File: src/rtl/reg_bus_ctrl.sv
// Register-bus move sequencer: arbitrates move requests, enables one source onto the
// shared bus, then pulses the destination write enable. Define REG_BUS_RR_EN for round-robin arbitration.
module reg_bus_ctrl #(
  parameter int unsigned NUM_REGS = 8,
  parameter int unsigned NUM_REQ  = 4,
  parameter int unsigned IDX_W    = 3
) (
  input  logic                     clk,
  input  logic                     reset,
  input  logic [NUM_REQ-1:0]       req,
  input  logic [NUM_REQ*IDX_W-1:0] src_idx,
  input  logic [NUM_REQ*IDX_W-1:0] dst_idx,
  output logic [NUM_REGS-1:0]      rd_hiz,
  output logic [NUM_REGS-1:0]      wr_en,
  output logic [NUM_REQ-1:0]       ack,
  output logic                     err,
  output logic                     busy
);

  localparam int unsigned REQ_W = (NUM_REQ > 1) ? $clog2(NUM_REQ) : 1;

  typedef enum logic [1:0] {IDLE, DRIVE, WRITE, DONE} state_e;

  state_e              state_q, state_d;
  logic [REQ_W-1:0]    win_q, win_d;
  logic [IDX_W-1:0]    src_q, src_d;
  logic [IDX_W-1:0]    dst_q, dst_d;
  logic                bad_q, bad_d;
  logic [NUM_REGS-1:0] rd_hiz_q, rd_hiz_d;
  logic [NUM_REGS-1:0] wr_en_q, wr_en_d;
  logic [NUM_REQ-1:0]  ack_q, ack_d;
  logic                err_q, err_d;
  logic                busy_q, busy_d;

  logic [REQ_W-1:0]    pick_c;
  logic [IDX_W-1:0]    src_sel_c;
  logic [IDX_W-1:0]    dst_sel_c;

`ifdef REG_BUS_RR_EN
  logic [REQ_W-1:0] last_q, last_d;
  logic [REQ_W-1:0] cand_c;
  logic             found_c;

  // Round-robin: first set request at or after last+1, wrapping.
  always_comb begin
    pick_c  = '0;
    cand_c  = '0;
    found_c = 1'b0;
    for (int unsigned k = 1; k <= NUM_REQ; k++) begin
      cand_c = REQ_W'((32'(last_q) + k) % NUM_REQ);
      if (!found_c && req[cand_c]) begin
        pick_c  = cand_c;
        found_c = 1'b1;
      end
    end
  end
`else
  // Fixed priority: lowest requester index wins.
  always_comb begin
    pick_c = '0;
    for (int i = int'(NUM_REQ) - 1; i >= 0; i--) begin
      if (req[i]) pick_c = REQ_W'(i);
    end
  end
`endif

  always_comb begin
    src_sel_c = '0;
    dst_sel_c = '0;
    for (int unsigned i = 0; i < NUM_REQ; i++) begin
      if (32'(pick_c) == i) begin
        src_sel_c = src_idx[i*IDX_W +: IDX_W];
        dst_sel_c = dst_idx[i*IDX_W +: IDX_W];
      end
    end
  end

  // Next state, then outputs decoded from the next state and latched indices.
  always_comb begin
    state_d = state_q;
    win_d   = win_q;
    src_d   = src_q;
    dst_d   = dst_q;
    bad_d   = bad_q;
`ifdef REG_BUS_RR_EN
    last_d  = last_q;
`endif
    case (state_q)
      IDLE: begin
        if (|req) begin
          win_d = pick_c;
          src_d = src_sel_c;
          dst_d = dst_sel_c;
          bad_d = (32'(src_sel_c) >= NUM_REGS) || (32'(dst_sel_c) >= NUM_REGS);
          // Out-of-range and self-moves complete without touching the bus.
          if (bad_d || (src_sel_c == dst_sel_c)) state_d = DONE;
          else                                   state_d = DRIVE;
        end
      end
      DRIVE: state_d = WRITE;
      WRITE: state_d = DONE;
      DONE: begin
        state_d = IDLE;
`ifdef REG_BUS_RR_EN
        last_d  = win_q;
`endif
      end
      default: state_d = IDLE;
    endcase

    rd_hiz_d = '1;
    wr_en_d  = '0;
    ack_d    = '0;
    err_d    = (state_d == DONE) && bad_d;
    busy_d   = (state_d != IDLE);
    for (int unsigned i = 0; i < NUM_REGS; i++) begin
      if (((state_d == DRIVE) || (state_d == WRITE)) && (32'(src_d) == i)) rd_hiz_d[i] = 1'b0;
      if ((state_d == WRITE) && (32'(dst_d) == i))                         wr_en_d[i]  = 1'b1;
    end
    for (int unsigned i = 0; i < NUM_REQ; i++) begin
      if ((state_d == DONE) && (32'(win_d) == i)) ack_d[i] = 1'b1;
    end
  end

  always_ff @(posedge clk or negedge reset) begin
    if (!reset) begin
      state_q  <= IDLE;
      win_q    <= '0;
      src_q    <= '0;
      dst_q    <= '0;
      bad_q    <= 1'b0;
      rd_hiz_q <= '1;
      wr_en_q  <= '0;
      ack_q    <= '0;
      err_q    <= 1'b0;
      busy_q   <= 1'b0;
    end else begin
      state_q  <= state_d;
      win_q    <= win_d;
      src_q    <= src_d;
      dst_q    <= dst_d;
      bad_q    <= bad_d;
      rd_hiz_q <= rd_hiz_d;
      wr_en_q  <= wr_en_d;
      ack_q    <= ack_d;
      err_q    <= err_d;
      busy_q   <= busy_d;
    end
  end

`ifdef REG_BUS_RR_EN
  always_ff @(posedge clk or negedge reset) begin
    if (!reset) last_q <= REQ_W'(NUM_REQ - 1);
    else        last_q <= last_d;
  end
`endif

  assign rd_hiz = rd_hiz_q;
  assign wr_en  = wr_en_q;
  assign ack    = ack_q;
  assign err    = err_q;
  assign busy   = busy_q;

endmodule

File: config.mk
export PLATFORM = sky130hd
export DESIGN_NAME = reg_bus_ctrl
export DESIGN_NICKNAME = d
export VERILOG_FILES = /design/src/rtl/reg_bus_ctrl.sv
export SDC_FILE = /design/constraint.sdc
export NUM_CORES = 1
export LEC_CHECK = 0
export CORE_AREA = 2 2 60 68
export CTS_CLUSTER_SIZE = 40
export DETAILED_ROUTE_END_ITERATION = 10
export DIE_AREA = 0 0 62 70
export PLACE_DENSITY = 0.74
export SLEW_MARGIN = 20
export SYNTH_ARGS = -nofsm -noshare
export SYNTH_HDL_FRONTEND = slang
export SYNTH_SLANG_ARGS = --single-unit
File: constraint.sdc
create_clock -name clk -period 2 [get_ports clk]
set_input_delay 0.3 -clock clk [delete_from_list [all_inputs] [get_ports clk]]
set_output_delay 0.3 -clock clk [all_outputs]
set_load 0.05 [all_outputs]
## Yosys cells after proc, flatten, opt, wreduce, memory -nomap -nowiden

Cells that the tools add are included.

| storage, ports and cells | value |
|---|---|
| register bits | 33 |
| bits in latches | 0 |
| memory bits (writable) | 0 |
| bits in read-only memories | 0 |
| input port bits | 30 |
| output and inout bits | 22 |
| word-level logic and storage cells | 109 |
| memories kept | 0 |

| cells by class | value |
|---|---|
| $add $sub $neg | 0 |
| $mul | 0 |
| div/mod/pow operators | 0 |
| order comparisons | 0 |
| equal/unequal tests | 27 |
| shift operators | 0 |
| muxes and demuxes | 43 |
| bitwise gates (word level) | 0 |
| reduce and logical (&&, ||, !) cells | 29 |

Operator list:

| operator | count |
|---|---|
| $mux W3 | 12 |
| $eq A3 B3 Y1 const B | 8 |
| $mux W1 | 22 |
| $logic_and A1 B1 Y1 | 21 |
| $eq A2 B2 Y1 const B | 8 |
| $mux W2 | 8 |
| $eq A3 B2 Y1 const B | 4 |
| $eq A2 B1 Y1 const B | 4 |
| $pmux W2 S4 | 1 |
| $eq A3 B1 Y1 const B | 2 |
| $logic_not A2 Y1 | 3 |
| $logic_not A3 Y1 | 2 |
| $reduce_or A4 Y1 | 1 |
| $eq A3 B3 Y1 | 1 |
| $reduce_bool A2 Y1 | 1 |
| $logic_or A1 B1 Y1 | 1 |

## Longest topological paths before layout

| depth | value |
|---|---|
| depth in word-level cells | 17 |
| depth in mapped cells | 10 |
| depth with buffers taken out | 9 |

## Worst setup path before layout

OpenSTA, ideal clock, no wires.

| path | value |
|---|---|
| path type | in2reg |
| start | input req[2] |
| end | register rd_hiz_q[1] (netlist: rd_hiz[1]) |
| library setup time | 0.066 ns |
| arrival time | 2.129 ns |
| data required time | 1.934 ns |
| slack | -0.195 ns |
| stages on the path | 10 |
| cells stage by stage | clkbuf_1 -> nor3_1 -> o21ai_0 -> a2bb2oi_1 -> xor2_1 -> nand3_1 -> o31ai_1 -> ha_1 -> nor2b_1 -> nand3b_1 |

| between the ends | value |
|---|---|
| word-level cells in the longest chain between the ends | 16 |
| elaborated cells between the ends (all ways) | 28 |
| classes of those cells | 7 x eq/ne; 17 x mux; 4 x reduce/logical |

Ends and longest elaborated chain:

| what | RTL line | text |
|---|---|---|
| start: declaration | 10 | `input logic [NUM_REQ-1:0] req,` |
| $mux W2 (3 in a row) | 62 | `if (req[i]) pick_c = REQ_W'(i);` |
| $logic_not A2 Y1 | 71 | `if (32'(pick_c) == i) begin` |
| $mux W3 (4 in a row) | 71 |  |
| $eq A3 B3 Y1 | 96 | `if (bad_d \|\| (src_sel_c == dst_sel_c)) state_d = DONE;` |
| $mux W2 | 96 |  |
| $mux W2 | 90 | `if (\|req) begin` |
| $pmux W2 S4 | 88 | `case (state_q)` |
| $eq A2 B1 Y1 or $eq A2 B2 Y1 (tied branches) | 117 | `if (((state_d == DRIVE) \|\| (state_d == WRITE)) && (32'(src_d) == i)) rd_hiz_d[i] = 1'b0;` |
| $logic_or A1 B1 Y1 | 117 |  |
| $logic_and A1 B1 Y1 * | 117 |  |
| $mux W1 * | 117 |  |
| via rd_hiz_d[1] | 29 | `logic [NUM_REGS-1:0] rd_hiz_q, rd_hiz_d;` |
| end signal: assignment | 143 | `rd_hiz_q <= rd_hiz_d;` |
| end: declaration | 29 |  |

The timed path passes the listed nets; every way through them passes the cells marked *.

## Worst setup path after layout

| path | value |
|---|---|
| start | input req[2] |
| end | register rd_hiz_q[5] (netlist: rd_hiz[5]) |

Same word-level chain as after synthesis.

==> metrics <==
count of distinct cell types in the synthesized netlist=38; cell with the biggest individual delay on the critical path=sky130_fd_sc_hd__or3_4; largest net degree at the start of global routing=34; data arrival time of the critical path=2.20 ns; share of total power in combinational logic=56.7%; Worst Setup Slack post-DPL=-0.734 ns; top flip-flop cell by instance count after synthesis=sky130_fd_sc_hd__dfrtp_1; Post-Syn Instances=145; proportion of synthesized chip area in sequential cells=52.1%; share of post-route cells with drive strength above 1=32.5%; global-route wire length before repair=6760 um; startpoint kind of the worst setup timing path=input port; Starting Density=42.7%; clock latency on the worst-skew pair=0.28 ns; Final Net Count=262; minimum clock period after layout=1.98 ns; CP required=2.21 ns; number of warning messages in the yosys log=0; most common cell after layout, fill and taps aside=sky130_fd_sc_hd__clkdlybuf4s50_1; post-route clock skew=0.00783 ns; antenna fix cells=0; total I/O pin count=52; Power, Total=3.60 mW; cell area power density=1400 nW/um^2; gpl congestion=0.814; clock network fraction of total power=14.8%; reported max-cap violation count=0; instance count on the critical path=10; routed via count divided by cell count=5.09; final hold viol count=0; sw power=1.50 mW; Register-to-Register Path Depth=6; maximum operating frequency=504 MHz; commonest cells after routing, fill and taps aside=sky130_fd_sc_hd__clkdlybuf4s50_1, sky130_fd_sc_hd__buf_4, sky130_fd_sc_hd__dfrtp_1, sky130_fd_sc_hd__nand2_1, sky130_fd_sc_hd__nor2_1; crit path setup slack, layout=0.0164 ns; CTS Sinks=33; cts hold-fix bufs=0; Critical path buffers and inverters=2; Least-Margin Pin Slew=0.512 ns; maximum buffer depth of the clock tree=2; total via count in the routed design=1,426; type of the tightest min-delay check=in2async; DIE AREA=4340 sq um; Static Leak=1.14 nW; CTS tree=yes; CTS root buffer=sky130_fd_sc_hd__clkbuf_8; headroom to the max-slew limit=65.7%; number of slew-limit violations in the final report=0; delay-heaviest family, CP=simple AND/OR/NAND/NOR gates; crit-path cells=buf_6 -> nand2b_4 -> or3_4 -> buf_4 -> a2bb2oi_2 -> xor2_1 -> o31ai_1 -> ha_1 -> and2_4 -> nand3b_1; antenna violations before repair=0; total nets after synthesis=180; Die Span Y=70 um; status=completed; Iter 0 DRT Violations=46; asr flop ratio synth=100%; Mapped Area=1600 sq um; sum of negative setup slack=0 ns; area grow syn2layout=61.1%; number of setup violations in the final report=0; stage delay of the slowest cell on the critical path=0.37 ns; number of cell rows=24; clock edge transition at the registers on the reported setup and hold paths=0.06 ns; TritonCTS Buffers=5; critical path class=in2reg; flip-flop and latch count after synthesis=33; Core Footprint=3750 sq um; drc violations=0; number of enable-type register cells in the synthesized netlist=0; Switching Share=41.8%; die width=62 um; Flop pwr share=28.5%; level count of the clock H-tree=2; 1st-pass router iterations=4; global routing usage summed across all routing layers=21.2%; CP Max Fanout=6; number of buffers inserted by port buffering=51; post-synthesis area per instance=11.1 sq um; post-route fraction of the period consumed by the critical path=99.2%; Post-DP HPWL=3100 um; wire length after detailed routing=4000 um; CP Capture Type=register; routed len/inst=14.3 um; Power Internal=2.10 mW; maximum resistive drop on vdd=0.801 mV; number of nets with antenna violations after detailed routing=0; unrepaired setup endpoints after global routing=yes; global-route congestion overflow total=0; vias in the first global route=1,516; hold slack final=0.414 ns
metal layers:
metal  track usage, %  part of all wire [%]  vias to the layer above
met5                0                     0                        -
met4             10.4                   3.0                        0
met3             5.19                   3.4                       12
met2             36.6                    56                       33
met1             22.9                    38                      697
li1                 -                     -                      684
power by group through the flow:
stage	clock (mW)	sequential [mW]	combinational [mW]
floorplan	0	1.46	0.818
global placement	0	1.02	1.81
detailed placement	0	1.04	1.88
CTS	0.546	1.03	1.99
global route	0.583	1.05	2.20
finish	0.534	1.03	2.04
area by class of cell:
| type | count | area, sq um |
|---|---|---|
| clock inverters | 1 | 5.00 |
| clock buffers | 7 | 96.3 |
| well taps | 52 | 65.1 |
| flip-flops and latches | 33 | 836 |
| inverters | 9 | 36.3 |
| repair buffers | 80 | 731 |
| fillers | 259 | 1170 |
| multi-input cells | 98 | 813 |
logic make-up after synthesis:
kind of cell | count (synthesis) | share of synthesized area [%]
compound gates | 28 | 12.3
xor+xnor | 3 | 1.64
fa+ha+maj | 5 | 3.90
buf+inv | 14 | 4.29
flops | 33 | 52.1
mux | 7 | 7.03
simple gates | 55 | 18.7
stage by stage:
| stage | util [%] | instances | instance area (sq um) |
|---|---|---|---|
| 2_1_floorplan | - | 145 | 1650 |
| 3_3_place_gp | 62.5 | 265 | 2350 |
| 3_5_place_dp | 62.5 | 265 | 2350 |
| 4_1_cts | 67.1 | 278 | 2520 |
| 5_1_grt | 68.8 | 280 | 2580 |
| 6_report | 68.8 | 280 | 2580 |
state kept, by name (all words and copies together) (netlist names):
register / count
rd_hiz: 8
wr_en: 8
ack: 4
dst_q: 3
src_q: 3
state_q: 2
win_q: 2
bad_q: 1
busy: 1
err: 1
what timing repair did:
item	in CTS	in global routing
endpoints found under the hold margin	0	0
pin swaps	16	15
gates resized for setup	33	12
endpoints found under the setup margin	27	14
setup buffers	5	3
cloned	0	0
cells in the mapped netlist (2+ instances only):
| library cell | count | share of area (%) |
|---|---|---|
| sky130_fd_sc_hd__buf_6 | 2 | 1.4 |
| sky130_fd_sc_hd__a21oi_1 | 2 | 0.62 |
| sky130_fd_sc_hd__o2bb2ai_1 | 2 | 1.1 |
| sky130_fd_sc_hd__and4_1 | 4 | 2.2 |
| sky130_fd_sc_hd__dfstp_2 | 8 | 13 |
| sky130_fd_sc_hd__inv_1 | 8 | 1.9 |
| sky130_fd_sc_hd__xor2_1 | 2 | 1.1 |
| sky130_fd_sc_hd__nand3b_1 | 4 | 1.9 |
| sky130_fd_sc_hd__dfrtp_1 | 25 | 39 |
| sky130_fd_sc_hd__nand2b_1 | 3 | 1.2 |
| sky130_fd_sc_hd__a22oi_1 | 2 | 0.94 |
| sky130_fd_sc_hd__a2bb2oi_1 | 3 | 1.6 |
| sky130_fd_sc_hd__o31ai_1 | 2 | 0.94 |
| sky130_fd_sc_hd__clkbuf_1 | 2 | 0.47 |
| sky130_fd_sc_hd__nor4_1 | 4 | 1.6 |
| sky130_fd_sc_hd__mux2i_4 | 3 | 4.2 |
| sky130_fd_sc_hd__nor2_1 | 11 | 2.6 |
| sky130_fd_sc_hd__o211ai_1 | 3 | 1.4 |
| sky130_fd_sc_hd__nor3_1 | 2 | 0.62 |
| sky130_fd_sc_hd__a311o_1 | 3 | 1.9 |
| sky130_fd_sc_hd__and2_1 | 2 | 0.78 |
| sky130_fd_sc_hd__ha_1 | 5 | 3.9 |
| sky130_fd_sc_hd__nand2_1 | 13 | 3.0 |
| sky130_fd_sc_hd__nand3_1 | 4 | 1.2 |
| sky130_fd_sc_hd__mux2i_1 | 3 | 1.9 |
| sky130_fd_sc_hd__nor2b_1 | 4 | 1.6 |
| sky130_fd_sc_hd__o21ai_0 | 8 | 2.5 |
final timing paths:
path	start	endpoint	slack [ns]
worst max-delay path	req[2]	rd_hiz[5]$_DFF_PN1_	0.02
worst max register to register	state_q[1]$_DFF_PN0_	wr_en[4]$_DFF_PN0_	0.15
min in group clk	bad_q$_DFF_PN0_	bad_q$_DFF_PN0_	0.50
max in group asynchronous	reset	rd_hiz[5]$_DFF_PN1_	1.26
worst min-delay path	reset	src_q[0]$_DFF_PN0_	0.41
worst min register to register	bad_q$_DFF_PN0_	bad_q$_DFF_PN0_	0.50
Note: power is estimated with default switching activity, not from simulation.
